==> config.mk <==
export PLATFORM = sky130hd
export DESIGN_NAME = uart_fifo
export DESIGN_NICKNAME = d
export VERILOG_FILES = /design/src/rtl/uart_fifo_pkg.sv /design/src/rtl/quasi_sync_fifo.sv /design/src/rtl/uart_fifo.sv
export SDC_FILE = /design/constraint.sdc
export NUM_CORES = 1
export LEC_CHECK = 0
export ABC_AREA = 1
export CORE_UTILIZATION = 60
export CTS_CLUSTER_DIAMETER = 40
export DETAILED_ROUTE_END_ITERATION = 16
export GPL_TIMING_DRIVEN = 0
export PLACE_DENSITY = 0.82
export SYNTH_ARGS = -nofsm -noshare
export SYNTH_HDL_FRONTEND = slang
export SYNTH_SLANG_ARGS = --single-unit
==> constraint.sdc <==
create_clock -name clk -period 4.4 [get_ports clk]
set_input_delay 0.88 -clock clk [delete_from_list [all_inputs] [get_ports clk]]
set_output_delay 0.88 -clock clk [all_outputs]
set_load 0.03 [all_outputs]
==> src/rtl/uart_fifo_pkg.sv <==
// Shared definitions for the 8N1 UART: register offsets, frame geometry and FSM states.
package uart_fifo_pkg;

  localparam logic [2:0] UART_DATA  = 3'd0;
  localparam logic [2:0] UART_RXPOP = 3'd1;
  localparam logic [2:0] UART_TXRDY = 3'd2;
  localparam logic [2:0] UART_STAT  = 3'd3;
  localparam logic [2:0] UART_IRQEN = 3'd4;
  localparam logic [2:0] UART_DIV   = 3'd5;

  localparam int FRAME_BITS = 10;
  localparam int DATA_BITS  = FRAME_BITS - 2;
  localparam logic [15:0] DIV_MIN = 16'd4;

  typedef enum logic [1:0] {TX_IDLE, TX_START, TX_DATA, TX_STOP} tx_state_e;
  typedef enum logic [1:0] {RX_IDLE, RX_START, RX_DATA, RX_STOP} rx_state_e;

  // Divisors below DIV_MIN would leave no room for the mid-bit sample point.
  function automatic logic [15:0] clamp_div(input logic [15:0] v);
    return (v < DIV_MIN) ? DIV_MIN : v;
  endfunction

endpackage

==> src/rtl/quasi_sync_fifo.sv <==
// Synchronous FIFO with combinational head output; simultaneous push/pop keeps the count.
module quasi_sync_fifo #(
  parameter int WIDTH = 8,
  parameter int DEPTH = 16
) (
  input  logic                     clk,
  input  logic                     rst_n,
  input  logic                     push,
  input  logic [WIDTH-1:0]         din,
  input  logic                     pop,
  output logic [WIDTH-1:0]         dout,
  output logic                     empty,
  output logic                     full,
  output logic [$clog2(DEPTH):0]   count
);

  localparam int PTR_W = $clog2(DEPTH);

  logic [WIDTH-1:0] mem_q [DEPTH];
  logic [WIDTH-1:0] mem_d [DEPTH];
  logic [PTR_W-1:0] wr_ptr_q, wr_ptr_d, rd_ptr_q, rd_ptr_d;
  logic [PTR_W:0]   count_q, count_d;
  logic             do_push, do_pop;

  assign empty   = (count_q == '0);
  assign full    = (count_q == (PTR_W+1)'(DEPTH));
  assign do_pop  = pop & ~empty;
  assign do_push = push & (~full | do_pop);
  assign dout    = mem_q[rd_ptr_q];
  assign count   = count_q;

  always_comb begin
    mem_d    = mem_q;
    wr_ptr_d = wr_ptr_q;
    rd_ptr_d = rd_ptr_q;
    count_d  = count_q;
    if (do_push) begin
      mem_d[wr_ptr_q] = din;
      wr_ptr_d        = wr_ptr_q + 1'b1;
    end
    if (do_pop) rd_ptr_d = rd_ptr_q + 1'b1;
    case ({do_push, do_pop})
      2'b10:   count_d = count_q + 1'b1;
      2'b01:   count_d = count_q - 1'b1;
      default: count_d = count_q;
    endcase
  end

  always_ff @(posedge clk) begin
    if (!rst_n) begin
      wr_ptr_q <= '0;
      rd_ptr_q <= '0;
      count_q  <= '0;
    end else begin
      wr_ptr_q <= wr_ptr_d;
      rd_ptr_q <= rd_ptr_d;
      count_q  <= count_d;
    end
  end

  always_ff @(posedge clk) begin
    mem_q <= mem_d;
  end

endmodule

==> src/rtl/uart_fifo.sv <==
// MMIO UART with 8N1 TX/RX, runtime baud divisor, TX/RX FIFOs, sticky error flags and IRQ.
module uart_fifo
  import uart_fifo_pkg::*;
#(
  parameter int CLK_HZ   = 50_000_000,
  parameter int BAUD     = 115200,
  parameter int TX_DEPTH = 16,
  parameter int RX_DEPTH = 16
) (
  input  logic        clk,
  input  logic        rst_n,
  input  logic        rx,
  output logic        tx,
  input  logic [2:0]  a,
  input  logic [31:0] d,
  input  logic        we,
  output logic [31:0] spo,
  output logic        irq,
  output logic        rxnew,
  output logic [7:0]  rxdata
);

  localparam logic [15:0] DIV_RST  = 16'(CLK_HZ / BAUD);
  localparam logic [2:0]  LAST_BIT = 3'(DATA_BITS - 1);

  logic [15:0] div_q, div_d;
  logic [1:0]  irq_en_q, irq_en_d;
  logic        frame_err_q, frame_err_d, overrun_q, overrun_d, irq_q, irq_d;

  tx_state_e   tx_state_q, tx_state_d;
  logic [15:0] tx_cnt_q, tx_cnt_d, tx_div_q, tx_div_d;
  logic [2:0]  tx_bit_q, tx_bit_d;
  logic [7:0]  tx_shift_q, tx_shift_d;
  logic        tx_q, tx_d, tx_pop, tx_push, tx_tick;

  rx_state_e   rx_state_q, rx_state_d;
  logic [15:0] rx_cnt_q, rx_cnt_d, rx_div_q, rx_div_d;
  logic [2:0]  rx_bit_q, rx_bit_d;
  logic [7:0]  rx_shift_q, rx_shift_d, rxdata_q, rxdata_d;
  logic        rx_s1_q, rx_s2_q, rx_prev_q, rxnew_q, rxnew_d;
  logic        rx_push, rx_pop, rx_tick, rx_half, frame_err_set, overrun_set;

  logic [7:0]  tx_head, rx_head;
  logic        tx_empty, tx_full, rx_empty, rx_full;
  logic [$clog2(TX_DEPTH):0] tx_count_unused;
  logic [$clog2(RX_DEPTH):0] rx_count_unused;
  logic        unused_bits;

  quasi_sync_fifo #(.WIDTH(8), .DEPTH(TX_DEPTH)) u_tx_fifo (
    .clk(clk), .rst_n(rst_n), .push(tx_push), .din(d[31:24]), .pop(tx_pop),
    .dout(tx_head), .empty(tx_empty), .full(tx_full), .count(tx_count_unused)
  );

  quasi_sync_fifo #(.WIDTH(8), .DEPTH(RX_DEPTH)) u_rx_fifo (
    .clk(clk), .rst_n(rst_n), .push(rx_push), .din(rx_shift_q), .pop(rx_pop),
    .dout(rx_head), .empty(rx_empty), .full(rx_full), .count(rx_count_unused)
  );

  assign unused_bits = &{1'b0, d[23:16], tx_count_unused, rx_count_unused};
  assign tx_push = we && (a == UART_DATA);
  assign rx_pop  = we && (a == UART_RXPOP);
  assign tx_tick = (tx_cnt_q == tx_div_q - 16'd1);
  assign rx_tick = (rx_cnt_q == rx_div_q - 16'd1);
  assign rx_half = (rx_cnt_q == (rx_div_q >> 1) - 16'd1);

  always_comb begin
    div_d       = div_q;
    irq_en_d    = irq_en_q;
    if (we && a == UART_DIV)   div_d    = clamp_div(d[15:0]);
    if (we && a == UART_IRQEN) irq_en_d = d[25:24];
    // Setting a flag wins over a clear landing in the same cycle.
    frame_err_d = (frame_err_q & ~(we && a == UART_STAT && d[31])) | frame_err_set;
    overrun_d   = (overrun_q   & ~(we && a == UART_STAT && d[30])) | overrun_set;
    irq_d       = (irq_en_q[0] & ~rx_empty) | (irq_en_q[1] & tx_empty);
  end

  always_comb begin
    tx_state_d = tx_state_q;
    tx_cnt_d   = tx_cnt_q + 16'd1;
    tx_div_d   = tx_div_q;
    tx_bit_d   = tx_bit_q;
    tx_shift_d = tx_shift_q;
    tx_d       = tx_q;
    tx_pop     = 1'b0;
    case (tx_state_q)
      TX_IDLE: begin
        tx_cnt_d = '0;
        if (!tx_empty) begin
          tx_pop = 1'b1; tx_shift_d = tx_head; tx_div_d = div_q;
          tx_state_d = TX_START; tx_d = 1'b0;
        end
      end
      TX_START: if (tx_tick) begin
        tx_cnt_d = '0; tx_bit_d = '0; tx_d = tx_shift_q[0];
        tx_shift_d = tx_shift_q >> 1; tx_state_d = TX_DATA;
      end
      TX_DATA: if (tx_tick) begin
        tx_cnt_d = '0;
        if (tx_bit_q == LAST_BIT) begin
          tx_state_d = TX_STOP; tx_d = 1'b1;
        end else begin
          tx_bit_d = tx_bit_q + 3'd1; tx_d = tx_shift_q[0];
          tx_shift_d = tx_shift_q >> 1;
        end
      end
      TX_STOP: if (tx_tick) begin
        tx_cnt_d = '0;
        // Chain straight into the next start bit so queued bytes leave no idle gap.
        if (!tx_empty) begin
          tx_pop = 1'b1; tx_shift_d = tx_head; tx_div_d = div_q;
          tx_state_d = TX_START; tx_d = 1'b0;
        end else begin
          tx_state_d = TX_IDLE;
        end
      end
      default: tx_state_d = TX_IDLE;
    endcase
  end

  always_comb begin
    rx_state_d    = rx_state_q;
    rx_cnt_d      = rx_cnt_q + 16'd1;
    rx_div_d      = rx_div_q;
    rx_bit_d      = rx_bit_q;
    rx_shift_d    = rx_shift_q;
    rxnew_d       = 1'b0;
    rxdata_d      = rxdata_q;
    rx_push       = 1'b0;
    frame_err_set = 1'b0;
    overrun_set   = 1'b0;
    case (rx_state_q)
      RX_IDLE: begin
        rx_cnt_d = '0;
        // Edge detection also keeps a stuck-low line after a framing error from re-arming.
        if (rx_prev_q && !rx_s2_q) begin
          rx_state_d = RX_START; rx_div_d = div_q;
        end
      end
      RX_START: if (rx_half) begin
        rx_cnt_d = '0; rx_bit_d = '0;
        rx_state_d = rx_s2_q ? RX_IDLE : RX_DATA;
      end
      RX_DATA: if (rx_tick) begin
        rx_cnt_d = '0; rx_shift_d = {rx_s2_q, rx_shift_q[7:1]};
        if (rx_bit_q == LAST_BIT) rx_state_d = RX_STOP;
        else                      rx_bit_d   = rx_bit_q + 3'd1;
      end
      RX_STOP: if (rx_tick) begin
        rx_cnt_d = '0; rx_state_d = RX_IDLE;
        if (rx_s2_q) begin
          rxnew_d = 1'b1; rxdata_d = rx_shift_q;
          if (rx_full) overrun_set = 1'b1;
          else         rx_push     = 1'b1;
        end else begin
          frame_err_set = 1'b1;
        end
      end
      default: rx_state_d = RX_IDLE;
    endcase
  end

  always_comb begin
    case (a)
      UART_DATA:  spo = rx_empty ? 32'd0 : {rx_head, 24'd0};
      UART_RXPOP: spo = {7'd0, ~rx_empty, 24'd0};
      UART_TXRDY: spo = {7'd0, ~tx_full, 24'd0};
      UART_STAT:  spo = {frame_err_q, overrun_q, tx_empty, tx_full, rx_full, rx_empty, 2'd0, 24'd0};
      UART_IRQEN: spo = {6'd0, irq_en_q, 24'd0};
      UART_DIV:   spo = {16'd0, div_q};
      default:    spo = 32'd0;
    endcase
  end

  always_ff @(posedge clk) begin
    if (!rst_n) begin
      div_q <= DIV_RST; irq_en_q <= '0; frame_err_q <= 1'b0; overrun_q <= 1'b0; irq_q <= 1'b0;
      tx_state_q <= TX_IDLE; tx_cnt_q <= '0; tx_div_q <= DIV_RST; tx_bit_q <= '0;
      tx_shift_q <= '0; tx_q <= 1'b1;
      rx_state_q <= RX_IDLE; rx_cnt_q <= '0; rx_div_q <= DIV_RST; rx_bit_q <= '0;
      rx_shift_q <= '0; rxnew_q <= 1'b0; rxdata_q <= '0;
      rx_s1_q <= 1'b1; rx_s2_q <= 1'b1; rx_prev_q <= 1'b1;
    end else begin
      div_q <= div_d; irq_en_q <= irq_en_d; frame_err_q <= frame_err_d;
      overrun_q <= overrun_d; irq_q <= irq_d;
      tx_state_q <= tx_state_d; tx_cnt_q <= tx_cnt_d; tx_div_q <= tx_div_d;
      tx_bit_q <= tx_bit_d; tx_shift_q <= tx_shift_d; tx_q <= tx_d;
      rx_state_q <= rx_state_d; rx_cnt_q <= rx_cnt_d; rx_div_q <= rx_div_d;
      rx_bit_q <= rx_bit_d; rx_shift_q <= rx_shift_d; rxnew_q <= rxnew_d; rxdata_q <= rxdata_d;
      rx_s1_q <= rx; rx_s2_q <= rx_s1_q; rx_prev_q <= rx_s2_q;
    end
  end

  assign tx     = tx_q;
  assign irq    = irq_q;
  assign rxnew  = rxnew_q;
  assign rxdata = rxdata_q;

endmodule

* Yosys cells after proc, flatten, opt, wreduce, memory -nomap -nowiden
Cells that the tools add are included.
Word-level totals: output and inout port bits 43, memories 0, bits in writable memories 0, latch bits 0, bits in read-only memories 0, input port bits 39, register bits 406
Operators by class: reductions and logical operators 34, add/subtract/negate cells 15, magnitude comparators 7, muxes and demuxes 74, bitwise gates (word level) 23, multiply operators 0, eq/ne operators 34, divide/modulo/power cells 0, shifts and indexed selects 0
Operator list (count):
- $bwmux W128 | 2
- $pmux W32 S6 | 1
- $mux W16 | 6
- $mux W8 | 11
- $bmux W8 S4 | 2
- $demux W8 S4 | 2
- $pmux W16 S2 | 2
- $eq A16 B16 Y1 | 3
- $pmux W16 S3 | 1
- $add A16 B1 Y16 const B | 2
- $mux W32 | 1
- $pmux W8 S4 | 1
- $sub A16 B1 Y16 const B | 2
- $ne A2 B2 Y1 const B | 12
- $mux W2 | 11
- $ge A5 B5 Y1 const B | 4
- $mux W1 | 20
- $not A4 Y5 | 4
- $pmux W5 S2 | 2
- $mux W3 | 6
- $add A4 B1 Y4 const B | 4
- $lt A16 B3 Y1 const B | 1
- $pmux W2 S4 | 2
- $sub A15 B1 Y16 const B | 1
- 28 further kinds | 84

* Depth between registers and ports, before layout
Gate-level depths: netlist of the first run.
word-level depth 9, mapped depth 27

* Hierarchy
Synthesis of the first run repeated with hierarchy kept, for this count alone.
Second synthesis, totals: cells, all modules 2152, area total of the unflattened synthesis 19359.8 µm²
By module, submodules not included:
- uart_fifo | seq. area each 2482.4 µm², times used 1, area an instance 7289.5 µm², cells each 1062
- quasi_sync_fifo (u_tx_fifo) | seq. area each 4103.9 µm², times used 1, area an instance 6069.6 µm², cells each 547
- quasi_sync_fifo (u_rx_fifo) | seq. area each 4103.9 µm², times used 1, area an instance 6000.8 µm², cells each 543

* Least setup slack after synthesis of the first run
OpenSTA, ideal clock, no wires.
path type register to register, start point register rx_div_q[2], end point register u_rx_fifo.count_q[4], in the netlist u_rx_fifo.count[4], setup time 119 ps, setup slack 1184 ps, path buffers 0, stages on the path, launching flop included 24, period minus slack after synthesis 3216 ps, required time 4281 ps, data arrival time 3096 ps, cell sequence dfxtp_1 > inv_1 > ha_1 > nand2_1 > nand2_1 > nor2_1 > xnor2_1 > nor2_1 > a211oi_1 > nand2_1 > nor2_1 > nand2_1 > nor2_4 > inv_1 > ha_1 > ha_1 > nand2_1 > nor2_1 > a211oi_1 > nand2_1 > nand2_1 > nor2_1 > o21ai_0 > a21oi_1
On the way: longest elaborated chain between the ends 7
Ends and longest elaborated chain:
- from (decl) | RTL line uart_fifo.sv:37 | logic [15:0] rx_cnt_q, rx_cnt_d, rx_div_q, rx_div_d;
- from (signal assigned) | RTL line uart_fifo.sv:187 | rx_state_q <= rx_state_d; rx_cnt_q <= rx_cnt_d; rx_div_q <= rx_div_d;
- $sub A16 B1 Y16 * | RTL line uart_fifo.sv:63 | assign rx_tick = (rx_cnt_q == rx_div_q - 16'd1);
- $eq A16 B16 Y1 * | RTL line uart_fifo.sv:63
- $mux W1 * | RTL line uart_fifo.sv:148 | RX_STOP: if (rx_tick) begin
- $mux W1 * | RTL line uart_fifo.sv:131 | case (rx_state_q)
- $and A1 B1 Y1 * | RTL line quasi_sync_fifo.sv:28 | assign do_push = push & (~full | do_pop);
- $eq A2 B1 Y1 or $eq A2 B2 Y1 (tied branches) | RTL line quasi_sync_fifo.sv:42 | case ({do_push, do_pop})
- $pmux W5 S2 or $reduce_bool A2 Y1 (tied branches)
- to (signal assigned) | RTL line quasi_sync_fifo.sv:57 | count_q <= count_d;
- to (decl) | RTL line quasi_sync_fifo.sv:22 | logic [PTR_W:0] count_q, count_d;
Every way passes the cells marked *; elsewhere a longest branch is shown, timed or not. A chain may end at the register's enable or synchronous reset.

* Worst setup path after layout of the first run
start point register u_rx_fifo.rd_ptr_q[0], end point output port spo[25]
On the way: longest elaborated chain between the ends 6
Ends and longest elaborated chain:
- from (decl) | RTL line quasi_sync_fifo.sv:21 | logic [PTR_W-1:0] wr_ptr_q, wr_ptr_d, rd_ptr_q, rd_ptr_d;
- from (signal assigned) | RTL line quasi_sync_fifo.sv:56 | rd_ptr_q <= rd_ptr_d;
- $not A4 Y5 (implied by the code) | RTL line quasi_sync_fifo.sv:29 | assign dout = mem_q[rd_ptr_q];
- $bmux W8 S4 | RTL line quasi_sync_fifo.sv:29
- $mux W8 (implied by the code) (2 in series) | RTL line quasi_sync_fifo.sv:29
- $mux W32 | RTL line uart_fifo.sv:164 | UART_DATA: spo = rx_empty ? 32'd0 : {rx_head, 24'd0};
- $pmux W32 S6 | RTL line uart_fifo.sv:163 | case (a)
- to (decl) | RTL line uart_fifo.sv:17 | output logic [31:0] spo,
No other way between the ends. The select of a mux whose other input is x is not followed.

==> results of run 1 <==
[registers in the layout, summed over array words and instances (netlist names), 16 cells and up, named ones only]
signal and flops:
tx_div_q 16, u_tx_fifo.mem_q 128, tx_cnt_q 16, rx_cnt_q 16, rx_div_q 16, div_q 16, u_rx_fifo.mem_q 128
[power by group through the flow]
stage / Combinational [W] / Sequential [W] / Clock (W)
CTS: 0.00215 / 0.00432 / 0.00372
finish: 0.00220 / 0.00432 / 0.00371
floorplan: 0.00153 / 0.00436 / 0
global placement: 0.00204 / 0.00439 / 0
detailed placement: 0.00213 / 0.00440 / 0
global route: 0.00243 / 0.00434 / 0.00388
[worst paths after layout]
check | from | to | cells after the start
worst max-delay path | u_rx_fifo.rd_ptr_q[0]$_SDFFE_PN0P_ | spo[25] | 11
worst min-delay path | rx_s1_q$_SDFF_PN1_ | rx_s2_q$_SDFF_PN1_ | 1
worst max register to register | rx_div_q[2]$_SDFFE_PN0P_ | u_rx_fifo.count[3]$_SDFFE_PN0P_ | 21
worst min register to register | rx_s1_q$_SDFF_PN1_ | rx_s2_q$_SDFF_PN1_ | 1
[worst max-delay path, delay by kind of cell (launching register included)]
family / cells / cell delay, ps
AOI/OAI and AO/OA: 3 / 600
buffers and inverters: 5 / 1690
DFF: 1 / 340
and+or+nand+nor: 3 / 260
[timing repair]
action,CTS,global route
pin swaps,0,0
cloned,0,0
hold endpoints to repair,0,0
hold buffers,0,0
setup endpoints to repair,19,7
resized for setup,10,7
[cell usage in the layout (no fill, tap or decap), drive strengths merged, types with 11 or more instances in the layout]
master	instances
a21oi	113
o22ai	24
xor2	38
nand3	78
buf	22
o21ai	219
clkbuf	129
dfxtp	150
nand2	261
o211ai	30
clkdlybuf4s50	60
nor2	333
edfxtp	256
clkinv	18
nor3	34
ha	33
a211oi	17
inv	183
xnor2	33
o221ai	39
nand4	11
[cell families (layout without fill, tap and decap cells)]
| group | count (synthesis) | in the layout | synth area share |
|---|---|---|---|
| other | 1 | 8 | 0.0002005 |
| buffers and inverters | 276 | 424 | 0.06000 |
| flip-flops | 406 | 406 | 0.5715 |
| AND/OR/NAND/NOR | 744 | 744 | 0.1727 |
| AO/OA/AOI/OAI | 450 | 450 | 0.1381 |
| adder cells (fa/ha/maj) | 35 | 35 | 0.02422 |
| XOR/XNOR | 71 | 71 | 0.03325 |
[final cells by class]
class / instances / area, um^2
inverters: 182 / 683.2
flip-flops and latches: 406 / 10690
well taps: 396 / 495.5
fillers: 2219 / 9268
clock inverters: 26 / 289.0
multi-input cells: 1308 / 6938
repair buffers: 67 / 668.1
clock buffers: 55 / 1187
plain buffers: 94 / 450.4
[stage by stage]
stage	total power, W	cell area [um^2]
global route	0.01064	21400
detailed placement	0.006523	19880
finish	0.01024	21400
floorplan	0.005892	18730
global placement	0.006430	19880
CTS	0.01019	21360
[per-layer routing]
| metal | track usage | share of wire |
|---|---|---|
| met3 | 0.05904 | 0.11 |
| met2 | 0.5016 | 0.47 |
| met4 | 0.09781 | 0.027 |
| met5 | 0 | 0 |
| met1 | 0.4121 | 0.40 |
==> summary.md, run 1 <==
Before CTS, the worst setup slack after placement is -206.2 ps. The run gives 0.215 as the share of total power in combinational logic. The portion of total power attributed to sequential cells was 0.422.

For this block, the routed nets add up to 48.94 mm of wire. The maximum net fanout on the critical path is 10, and the final instance count without filler cells is 2,534. The net count of the finished layout is 2,177.

The most used flip-flop cell after synthesis is sky130_fd_sc_hd__edfxtp_1. The async set-or-reset flop fraction in the synthesized netlist came out at 0. The via count of the first global-routing pass was 14,125. The pre-antenna-repair detailed-routing pass consisted of 6 iterations. For the number of buffers added for setup after CTS, the log shows 0.

Each instance of the synthesized netlist takes up on average 9.432 um^2. In this run the horizontal extent of the chip is 178.6 um. The utilization of the core after routing is 0.6978. Clock tree synthesis inserted a total of 44 buffers.

Clock transition at the register clock pins on the worst setup and hold paths after CTS: 60 ps. The logs give 0 for the hold violation count in the final report and 560 ps for the insertion delay to the later sink of the worst-skew pair. The average wire per standard cell was 19.31 um; the post-route setup TNS was 0 ps.

On the critical path, the stage with the largest delay is an instance of sky130_fd_sc_hd__clkdlybuf4s50_1. The commonest cells after synthesis are 316 x sky130_fd_sc_hd__nor2_1, 256 x sky130_fd_sc_hd__edfxtp_1, 242 x sky130_fd_sc_hd__nand2_1, 206 x sky130_fd_sc_hd__o21ai_0, 175 x sky130_fd_sc_hd__inv_1. The logs give 0 for the number of antenna violations at the first check in global routing and 389.2 uV for the maximum VDD drop. In this run the worst hold path is classified as register to register. 0 antenna diodes ended up in the layout. The run finished, with violations left. The largest single stage delay on the critical path is 770 ps.

The internal power of the cells totals 0.007049 W. After global routing the overflow that remains totals 0. The root buffer cell chosen for the clock tree is sky130_fd_sc_hd__clkbuf_16. The flip-flop and latch count after synthesis is 406, and the die area is 0.03188 mm^2.

The maximum clock skew at final layout is 31.52 ps, and the net switching component of the power is 0.003190 W. The worst register-to-register path has a setup slack of 530 ps. The leading cell type by number of instances after synthesis was sky130_fd_sc_hd__nor2_1. The worst setup path is captured at an output port. Derived from the worst setup path, the maximum achievable clock frequency is 231.5 MHz. Starting density of the core: 0.6099.

Critical path class: register to output port. In this run the tool buffered the top-level ports with 65 buffer cells. During synthesis, Yosys emitted a total of 0 warnings. The leakage power was 8.110 nW; the fraction of synthesized cell area taken by the top area cell type was 0.4110. TritonCTS built the clock tree.

The share of post-route cells with drive strength above 1 was 0.07624; the power density over the cells was 478.4 mW/mm^2. The per-cell via count in the routed design works out to 5.970. The tools report the aggregate global-route resource usage as 0.3068.

The required time of the worst setup path is 3520 ps. In this run the cell area of the synthesized design comes to 0.01870 mm^2. The final reports fail on capacitance limit, slew limit.

The area growth from synthesis to final layout came out at 14.42%. The logs give 1,983 for the cell count after synthesis and 15,128 for the total number of vias. 82 I/O pins were placed. Sequential-to-total area share from yosys stat: 0.5715. The time the worst path needs with I/O delays and setup was 4320 ps; the actual transition at the worst max-transition pin was 1506 ps.

The detail route stage leaves a number of antenna-violating nets equal to 0. Once detailed placement completed, the half-perimeter wirelength came to 33.85 mm. After detailed placement, the design holds a cell count of 2,451.

In this run the standard cell core region covers 0.03067 mm^2. Entering global routing, the biggest net connects 20 pins. For this run, design rule violations remaining after detail routing come to 0. The first global-routing pass estimated 74.65 mm of wire. The switching share of power works out to 0.3115. STA puts the critical path data arrival time at 3440 ps.

Setup repair after global routing left no endpoint under its margin. The placement row count is 64. In this run, the number of DRC markers left after iteration 0 of detailed routing was 1,645. The height of the die came out at 178.6 um.

Once routing completed, OpenROAD measured the worst setup slack at 80.43 ps. After synthesis, the netlist uses 49 different library cells. CTS built an H-tree with a depth of 2. For the total of endpoints with negative setup slack in the final report, the log shows 0. The number of synthesized flops with an enable pin came out at 256. The clock sink count came out at 406.

Maximum count of clock buffers along a single path: 3. The clock network fraction of design power was 0.363. Of all cell types, the one taking the most synthesized area is sky130_fd_sc_hd__edfxtp_1.

The worst setup path is launched from a register. The final max-slew violation count is 9, and the last weighted congestion value of the routability-driven placer is 0.9389. The tools report the worst hold slack after final layout as 432.7 ps.

The post-route fraction of the period consumed by the critical path came out at 0.9817. The cell that appears most often on the critical path is sky130_fd_sc_hd__clkbuf_2. The critical path goes through clkbuf_2 -> inv_1 -> clkbuf_2 -> clkbuf_2 -> nor2_1 -> o221ai_1 -> o211ai_1 -> nand2_1 -> nand2_1 -> o21ai_0 -> clkdlybuf4s50_1. Ranked by total cell area, the synthesized netlist is headed by sky130_fd_sc_hd__edfxtp_1 41%, sky130_fd_sc_hd__dfxtp_1 16%, sky130_fd_sc_hd__nor2_1 6.3%, sky130_fd_sc_hd__o21ai_0 5.5%, sky130_fd_sc_hd__nand2_1 4.9%. The logs give 1 for the total of max-cap violations and -0.01155 for the normalized max-slew margin.
No activity file was read; power rests on OpenSTA's default activity.
==> run 2: changes to the inputs <==
Settings changed: CORE_UTILIZATION 60 to 61, MAX_ROUTING_LAYER set to met4, PLACE_DENSITY 0.82 to 0.83, SETUP_SLACK_MARGIN set to 0.15.
==> summary.md, run 2 (synthesized netlist as in run 1, its figures left out) <==
The longest clock path from root to sink contains 3 buffers. The tools report the aggregate routed wire length as 49.17 mm. After legalization and detailed placement, the total HPWL measured 34.28 mm.

The average wire per standard cell was 19.43 um. The delay contributed by the slowest stage of the critical path is 700 ps. The die width is 177.1 um. Counting stages on the worst path, the most repeated cell is sky130_fd_sc_hd__clkdlybuf4s50_1.

The floorplan step defined a core boundary enclosing 0.02987 mm^2. After detailed routing, the number of vias per cell comes to 5.999. The largest registers in the layout are u_rx_fifo.mem_q: 128 flops, u_tx_fifo.mem_q: 128 flops.

The aggregate global-route resource usage came out at 0.3249. The tools report the required time of the worst setup path as 3520 ps. In the final layout, the multi-input gates occupy 0.006935 mm^2. Power spread over the standard cell area amounts to 481.7 mW/mm^2. The pre-antenna-repair detailed-routing pass consisted of 5 iterations.

The run gives 14,615 as the via count of the first global-routing pass. Along the worst path, the maximum fanout reaches 10. The floorplan step defined a die boundary enclosing 0.03137 mm^2. The first-pass GRT wire length was 76.16 mm. The share of post-route cells with drive strength above 1 came out at 0.07710. The repair_antennas step left the layout with diodes totalling 0. For the clock network fraction of design power, the log shows 0.368.

The first-iteration detailed-routing DRC count came out at 1,410. The routed layout has 15,177 vias. The clock transition at the register clock pins on the worst setup and hold paths after CTS was 50 ps; the area growth from synthesis to final layout was 14.66%.

The min-delay analysis places its worst path in the category register to register. Hold timing on the final database bottoms out at a slack of 418.0 ps. The tools report the portion of total power attributed to sequential cells as 0.419.

The logs give 0.06846 for the normalized max-slew margin and 0 for the number of antenna violations at the first check in global routing. Derived from the worst setup path, the maximum achievable clock frequency is 243.2 MHz. The post-route fraction of the period consumed by the critical path is 0.9345, and the actual transition at the worst max-transition pin is 1387 ps. The worst setup path is launched from an input port.

The share of total power in combinational logic was 0.213; the worst path arrival time was 3230 ps. The maximum VDD drop is 332.7 uV. The buffers plus inverters on the worst setup path is 5, and the clock sink count is 406.

The clock reaches the later pin of the worst-skew pair after 550 ps. The count of port buffers added during placement works out to 65. In the final design database the tool counted 2,178 nets. For the starting density of the core, the log shows 0.6261. Setup repair after global routing left no endpoint under its margin. The tools report the cell chosen for the clock root as sky130_fd_sc_hd__clkbuf_16. The height of the die was 177.1 um. The run finished with clean final reports. Summed over all layers, the global routing overflow is 0. The critical path in this run is classified as input port to output port. On the critical path, the stage with the largest delay is an instance of sky130_fd_sc_hd__clkdlybuf4s50_1. The tools report the register area as 0.01069 mm^2.

The worst setup path is captured at an output port. The cell family contributing the most delay on the critical path is buffers and inverters. The CTS buffer count is 45, and the DRC violation count after routing is 0. The run gives 0 ps as the post-route setup TNS. After filler insertion, the fill cell instance count of the layout stands at 2,163. The H-tree was split into 2 levels.

TritonCTS built the clock tree. For the hold violation count in the final report, the log shows 0. Across the routed clock network, the largest skew measured is 28.61 ps. Placement row count: 63. Traced cell by cell, the critical path runs through clkdlybuf4s50_1 -> inv_1 -> nor3_1 -> clkinv_1 -> clkbuf_1 -> nor2_1 -> clkdlybuf4s50_1.

Setup violations remaining at the end of the flow were counted as 0. The top cell types in the final layout, fill and taps aside, are 316 x sky130_fd_sc_hd__nor2_1, 256 x sky130_fd_sc_hd__edfxtp_1, 241 x sky130_fd_sc_hd__nand2_1. The switching share of power came out at 0.3091. The library cell used most frequently in the layout, excluding fill and tap cells, is sky130_fd_sc_hd__nor2_1.

Summed over all nets, the switching power comes to 0.003193 W. The remaining number of nets flagged by the antenna check after routing came out at 0. The tools report the maximum number of pins on one net before global-route repair as 20.

Max-cap violations in this run came to 0. The final max-slew violation count was 0. For the leakage power, the log shows 8.148 nW. Count of boundary I/O pins: 82.

The internal power of the cells totals 0.007137 W. Subtracting the final worst setup slack from the clock period gives 4112 ps. At the end of routability-driven placement, the weighted congestion stood at 0.9468.
-- run 2: through the flow --
step	instances	total power, W	utilization	cell area [um^2]	worst slack (ps)
2_1_floorplan	1990	0.005892	-	18730	1184
3_3_place_gp	2445	0.006427	0.6651	19870	263.0
3_5_place_dp	2446	0.006515	0.6652	19870	207.8
4_1_cts	2529	0.01029	0.7168	21420	168.0
5_1_grt	2530	0.01073	0.7179	21450	167.0
6_report	2530	0.01033	0.7179	21450	288.1
-- run 2: cell type report --
class,instances,area share
Tap cell,390,0.02275
Buffer,94,0.02089
Sequential cell,406,0.4985
Multi-Input combinational cell,1308,0.3234
Timing Repair Buffer,67,0.03098
Inverter,182,0.03185
Clock buffer,62,0.06067
Clock inverter,21,0.01103
-- run 2: worst reg2reg max path, cell delays in order (launching register included) --
cell and delay [ps]:
sky130_fd_sc_hd__dfxtp_1 360, sky130_fd_sc_hd__inv_1 110, sky130_fd_sc_hd__ha_1 220, sky130_fd_sc_hd__nand2_2 170, sky130_fd_sc_hd__nand2_1 120, sky130_fd_sc_hd__nor2_1 200
sky130_fd_sc_hd__xnor2_1 160, sky130_fd_sc_hd__nor2_1 100, sky130_fd_sc_hd__a211oi_1 250, sky130_fd_sc_hd__nand2_1 120, sky130_fd_sc_hd__nor2_1 170, sky130_fd_sc_hd__nand2_1 140
sky130_fd_sc_hd__nor2_4 140, sky130_fd_sc_hd__inv_1 60, sky130_fd_sc_hd__ha_1 230, sky130_fd_sc_hd__ha_1 360, sky130_fd_sc_hd__nand2_1 90, sky130_fd_sc_hd__nor2_1 40
sky130_fd_sc_hd__a211oi_1 250, sky130_fd_sc_hd__nand2_1 90, sky130_fd_sc_hd__nand2_1 70, sky130_fd_sc_hd__nor2_1 50, sky130_fd_sc_hd__o21ai_0 140, sky130_fd_sc_hd__a21oi_1 60
-- run 2: power by group through the flow --
stage | logic [W] | registers (W) | clock network [W]
after floorplan | 0.00153 | 0.00436 | 0
after global placement | 0.00204 | 0.00439 | 0
after detailed placement | 0.00212 | 0.00440 | 0
after CTS | 0.00216 | 0.00432 | 0.00381
after global routing | 0.00243 | 0.00434 | 0.00397
final | 0.00220 | 0.00433 | 0.00380
-- run 2: worst paths after layout --
path / cells after the start / slack, ps / startpoint / endpoint
worst max register to register: 23 / 600 / rx_div_q[1]$_SDFFE_PN1P_ / u_rx_fifo.count[4]$_SDFFE_PN0P_
worst min-delay path: 1 / 420 / rx_s1_q$_SDFF_PN1_ / rx_s2_q$_SDFF_PN1_
worst min register to register: 1 / 420 / rx_s1_q$_SDFF_PN1_ / rx_s2_q$_SDFF_PN1_
worst max-delay path: 7 / 290 / a[2] / spo[0]
-- run 2: repair_timing --
| action | in CTS | in global routing |
|---|---|---|
| endpoints found under the setup margin | 8 | 9 |
| setup buffers | 0 | 1 |
| resized for setup | 10 | 15 |
| hold buffers | 0 | 0 |
| pin swaps | 0 | 1 |
-- run 2: metal layers --
| layer | share of wire | track usage |
|---|---|---|
| met1 | 0.38 | 0.3957 |
| met2 | 0.49 | 0.5373 |
| met3 | 0.094 | 0.05649 |
| met4 | 0.036 | 0.1279 |
| met5 | 0 | - |
==> run 3: changes to the inputs <==
Settings changed: CELL_PAD_IN_SITES_DETAIL_PLACEMENT set to 0, CELL_PAD_IN_SITES_GLOBAL_PLACEMENT set to 1, CORE_UTILIZATION 61 to 48.
==> summary.md, run 3 (synthesized netlist as in run 1, its figures left out) <==
With fillers left out, the area of the finished cells amounts to 0.02186 mm^2. The launch point of the worst hold path is rx_s1_q$_SDFF_PN1_. For this design the top-level I/O count stands at 82. The number of nets in the finished design is 2,187, and the first-pass detailed-route iteration total is 6. The switching share of power came out at 0.3169. The largest registers in the layout are u_rx_fifo.mem_q: 128 flops, u_tx_fifo.mem_q: 128 flops. Counting cells, the worst reg-to-reg path comes to 22. The setup slack after layout was 283.8 ps; the via count of the first global-routing pass was 13,782. The per-cell via count in the routed design was 5.442; the average wire per standard cell was 18.23 um.

In this run the register-to-register setup slack is 580 ps. The critical path starts at u_rx_fifo.rd_ptr_q[0]$_SDFFE_PN0P_. STA classifies the critical path endpoint as an output port. Summed over all nets, the switching power comes to 0.003441 W. In this run the critical register-to-register path is captured at u_rx_fifo.count[4]$_SDFFE_PN0P_. Following the worst setup path forward leads to its endpoint at spo[26].

The run gives 392.8 uV as the maximum VDD drop. TritonCTS built the clock tree. The portion of total power attributed to sequential cells came out at 0.398. At the pin with the least slew margin, the transition time is 1419 ps. The maximum clock rate was 242.9 MHz; the die width was 199.4 um. Post-route fraction of the period consumed by the critical path: 0.9355.

For the share of total power in combinational logic, the log shows 0.200. Routability-driven placement finished with a final weighted congestion of 0.9074. The register area is 0.01069 mm^2. Cell internal power dissipation: 0.007415 W. Number of antenna violations at the first check in global routing: 0.

For the starting density of the core, the log shows 0.4919. The routed design has 48.70 mm of wire. Once detail routing completed, the nets flagged for antenna violations numbered 0.

The maximum count of clock buffers along a single path was 3; the setup slack after placement was 118.3 ps. The flow ran to the end, and the final reports show no timing, DRC or antenna violations. Height of the die: 199.4 um. The tools report the number of diodes added for antenna fixing as 0.

Across all layers, the routed design uses 14,540 vias. The clock arrives with 16.20 ps of skew. The tools report the H-tree depth as 2. Summing all placed instances gives a cell area of 0.02002 mm^2. Clock tree synthesis found a total of 406 sinks.

Leading cell type in the layout, fill and taps excluded: sky130_fd_sc_hd__nor2_1. The maximum net fanout on the critical path was 10; the placeable core area was 0.03802 mm^2. For this block, the initial DRC count from the detailed router was 1,264. Insertion delay to the later sink of the worst-skew pair: 610 ps. The share of post-route cells with drive strength above 1 was 0.08561.

The tools report the filler cell count in the final layout as 3,402. The logs give 0 for the final max-slew violation count and 0 for the post-cts hold buffer count. Post-route setup TNS: 0 ps. After clock tree synthesis, the clock-pin slew on the worst setup and hold paths is 50 ps. For this run the aggregate overflow at the end of global routing stands at 0.

STA puts the critical path data arrival time at 3240 ps. Setup repair after global routing left no endpoint under its margin. From synthesis to final layout, the design area changed by 16.88%. In this run the post-CTS setup repair buffer count came out at 0. The wire-length estimate of the detail-placed layout is 34.47 mm. Leaving out fill and tap cells, the most frequent cells in the layout are 315 x sky130_fd_sc_hd__nor2_1, 256 x sky130_fd_sc_hd__edfxtp_1, 241 x sky130_fd_sc_hd__nand2_1. The first global-routing pass estimated 75.29 mm of wire. In this run the critical register-to-register path is launched from rx_div_q[1]$_SDFFE_PN1P_. In this run the static leakage power is 8.258 nW.

The power density over the cells was 496.6 mW/mm^2; the total of endpoints with negative setup slack in the final report was 0. The die covers 0.03976 mm^2. The tools report the clock network fraction of design power as 0.401. Hold is met by 409.8 ps. The tools report the hold violation count in the final report as 0. After detailed routing, the number of remaining DRC violations is 0. The nature of the critical path startpoint is a register.

Aggregate global-route resource usage: 0.2554. Port buffering added 65 buffers. Entering global routing, the biggest net connects 20 pins.

The worst hold path belongs to the class register to register. The tools report the total of max-cap violations as 0. Counting the buffers created by CTS gives 56. By startpoint and endpoint, the worst setup path is classified as register to output port. The time the worst path needs with I/O delays and setup is 4116 ps, and the placement row count is 71.

CTS placed an instance of sky130_fd_sc_hd__clkbuf_16 at the clock tree root. The area taken by multi-input logic gates is 0.006923 mm^2. The normalized max-slew margin was 0.04666. For the worst setup path, the data required time is 3520 ps.
## run 3: changes by cell type in the layout (fill, tap and decap cells not counted), moves of 2 or more
cell | previous run | this run
sky130_fd_sc_hd__inv_6 | 3 | 12
sky130_fd_sc_hd__dlygate4sd2_1 | 1 | 3
sky130_fd_sc_hd__clkbuf_8 | 9 | 2
sky130_fd_sc_hd__dlymetal6s2s_1 | 5 | 2
sky130_fd_sc_hd__nor3_1 | 29 | 31
sky130_fd_sc_hd__clkinv_1 | 5 | 8
sky130_fd_sc_hd__inv_8 | 1 | 3
sky130_fd_sc_hd__clkbuf_16 | 46 | 56
sky130_fd_sc_hd__o21ai_0 | 205 | 203
sky130_fd_sc_hd__clkbuf_1 | 73 | 69
sky130_fd_sc_hd__nor3_2 | 5 | 3
sky130_fd_sc_hd__clkinv_2 | 2 | 10
sky130_fd_sc_hd__clkinv_4 | 3 | 1
sky130_fd_sc_hd__o21ai_1 | 13 | 15
## run 3: how the worst min path moves through the flow
stage / cells past startpoint / to
after floorplan: 1 / rx_s2_q$_SDFF_PN1_
after global placement: 1 / rx_s2_q$_SDFF_PN1_
after detailed placement: 1 / rx_s2_q$_SDFF_PN1_
after CTS: 1 / rx_s2_q$_SDFF_PN1_
after global routing: 1 / rx_s2_q$_SDFF_PN1_
final: 1 / rx_s2_q$_SDFF_PN1_
## run 3: cell type report
cell class                      instances  share of cell area
Timing Repair Buffer                   65             0.02965
Multi-Input combinational cell       1308              0.3167
Inverter                              182             0.03125
Clock inverter                         43             0.01740
Buffer                                 94             0.02060
Tap cell                              511             0.02925
Sequential cell                       406              0.4890
Clock buffer                           63             0.06622
## run 3: repair_timing
item	4_1_cts	5_1_grt
resized for setup	20	11
pin swaps	0	0
endpoints found under the setup margin	8	10
## run 3: layer usage
| layer | part of all wire | GRT usage |
|---|---|---|
| met5 | 0 | - |
| met4 | 0.028 | 0.08623 |
| met3 | 0.057 | 0.03797 |
| met2 | 0.48 | 0.4155 |
| met1 | 0.43 | 0.3267 |
## run 3: through the flow
step	cells	total power, W	utilization
2_1_floorplan	1990	0.005892	-
3_3_place_gp	2566	0.006487	0.5266
3_5_place_dp	2566	0.006549	0.5266
4_1_cts	2672	0.01090	0.5748
5_1_grt	2672	0.01134	0.5750
6_report	2672	0.01086	0.5750
## run 3: worst max-delay path: stages (launching register included)
cell,delay (ps)
sky130_fd_sc_hd__dfxtp_1,360
sky130_fd_sc_hd__clkbuf_2,200
sky130_fd_sc_hd__inv_1,110
sky130_fd_sc_hd__clkbuf_2,250
sky130_fd_sc_hd__buf_2,300
sky130_fd_sc_hd__nor2_1,80
sky130_fd_sc_hd__o221ai_1,190
sky130_fd_sc_hd__o21ai_0,200
sky130_fd_sc_hd__o21ai_1,310
sky130_fd_sc_hd__nand2_1,80
sky130_fd_sc_hd__o21ai_0,140
sky130_fd_sc_hd__clkdlybuf4s15_1,420
## run 3: power groups by stage
stage               Combinational (W)  Clock [W]  Sequential, W
global placement              0.00209          0        0.00439
floorplan                     0.00153          0        0.00436
global route                  0.00242    0.00457        0.00434
finish                        0.00218    0.00435        0.00433
CTS                           0.00217    0.00441        0.00432
detailed placement            0.00215          0        0.00440
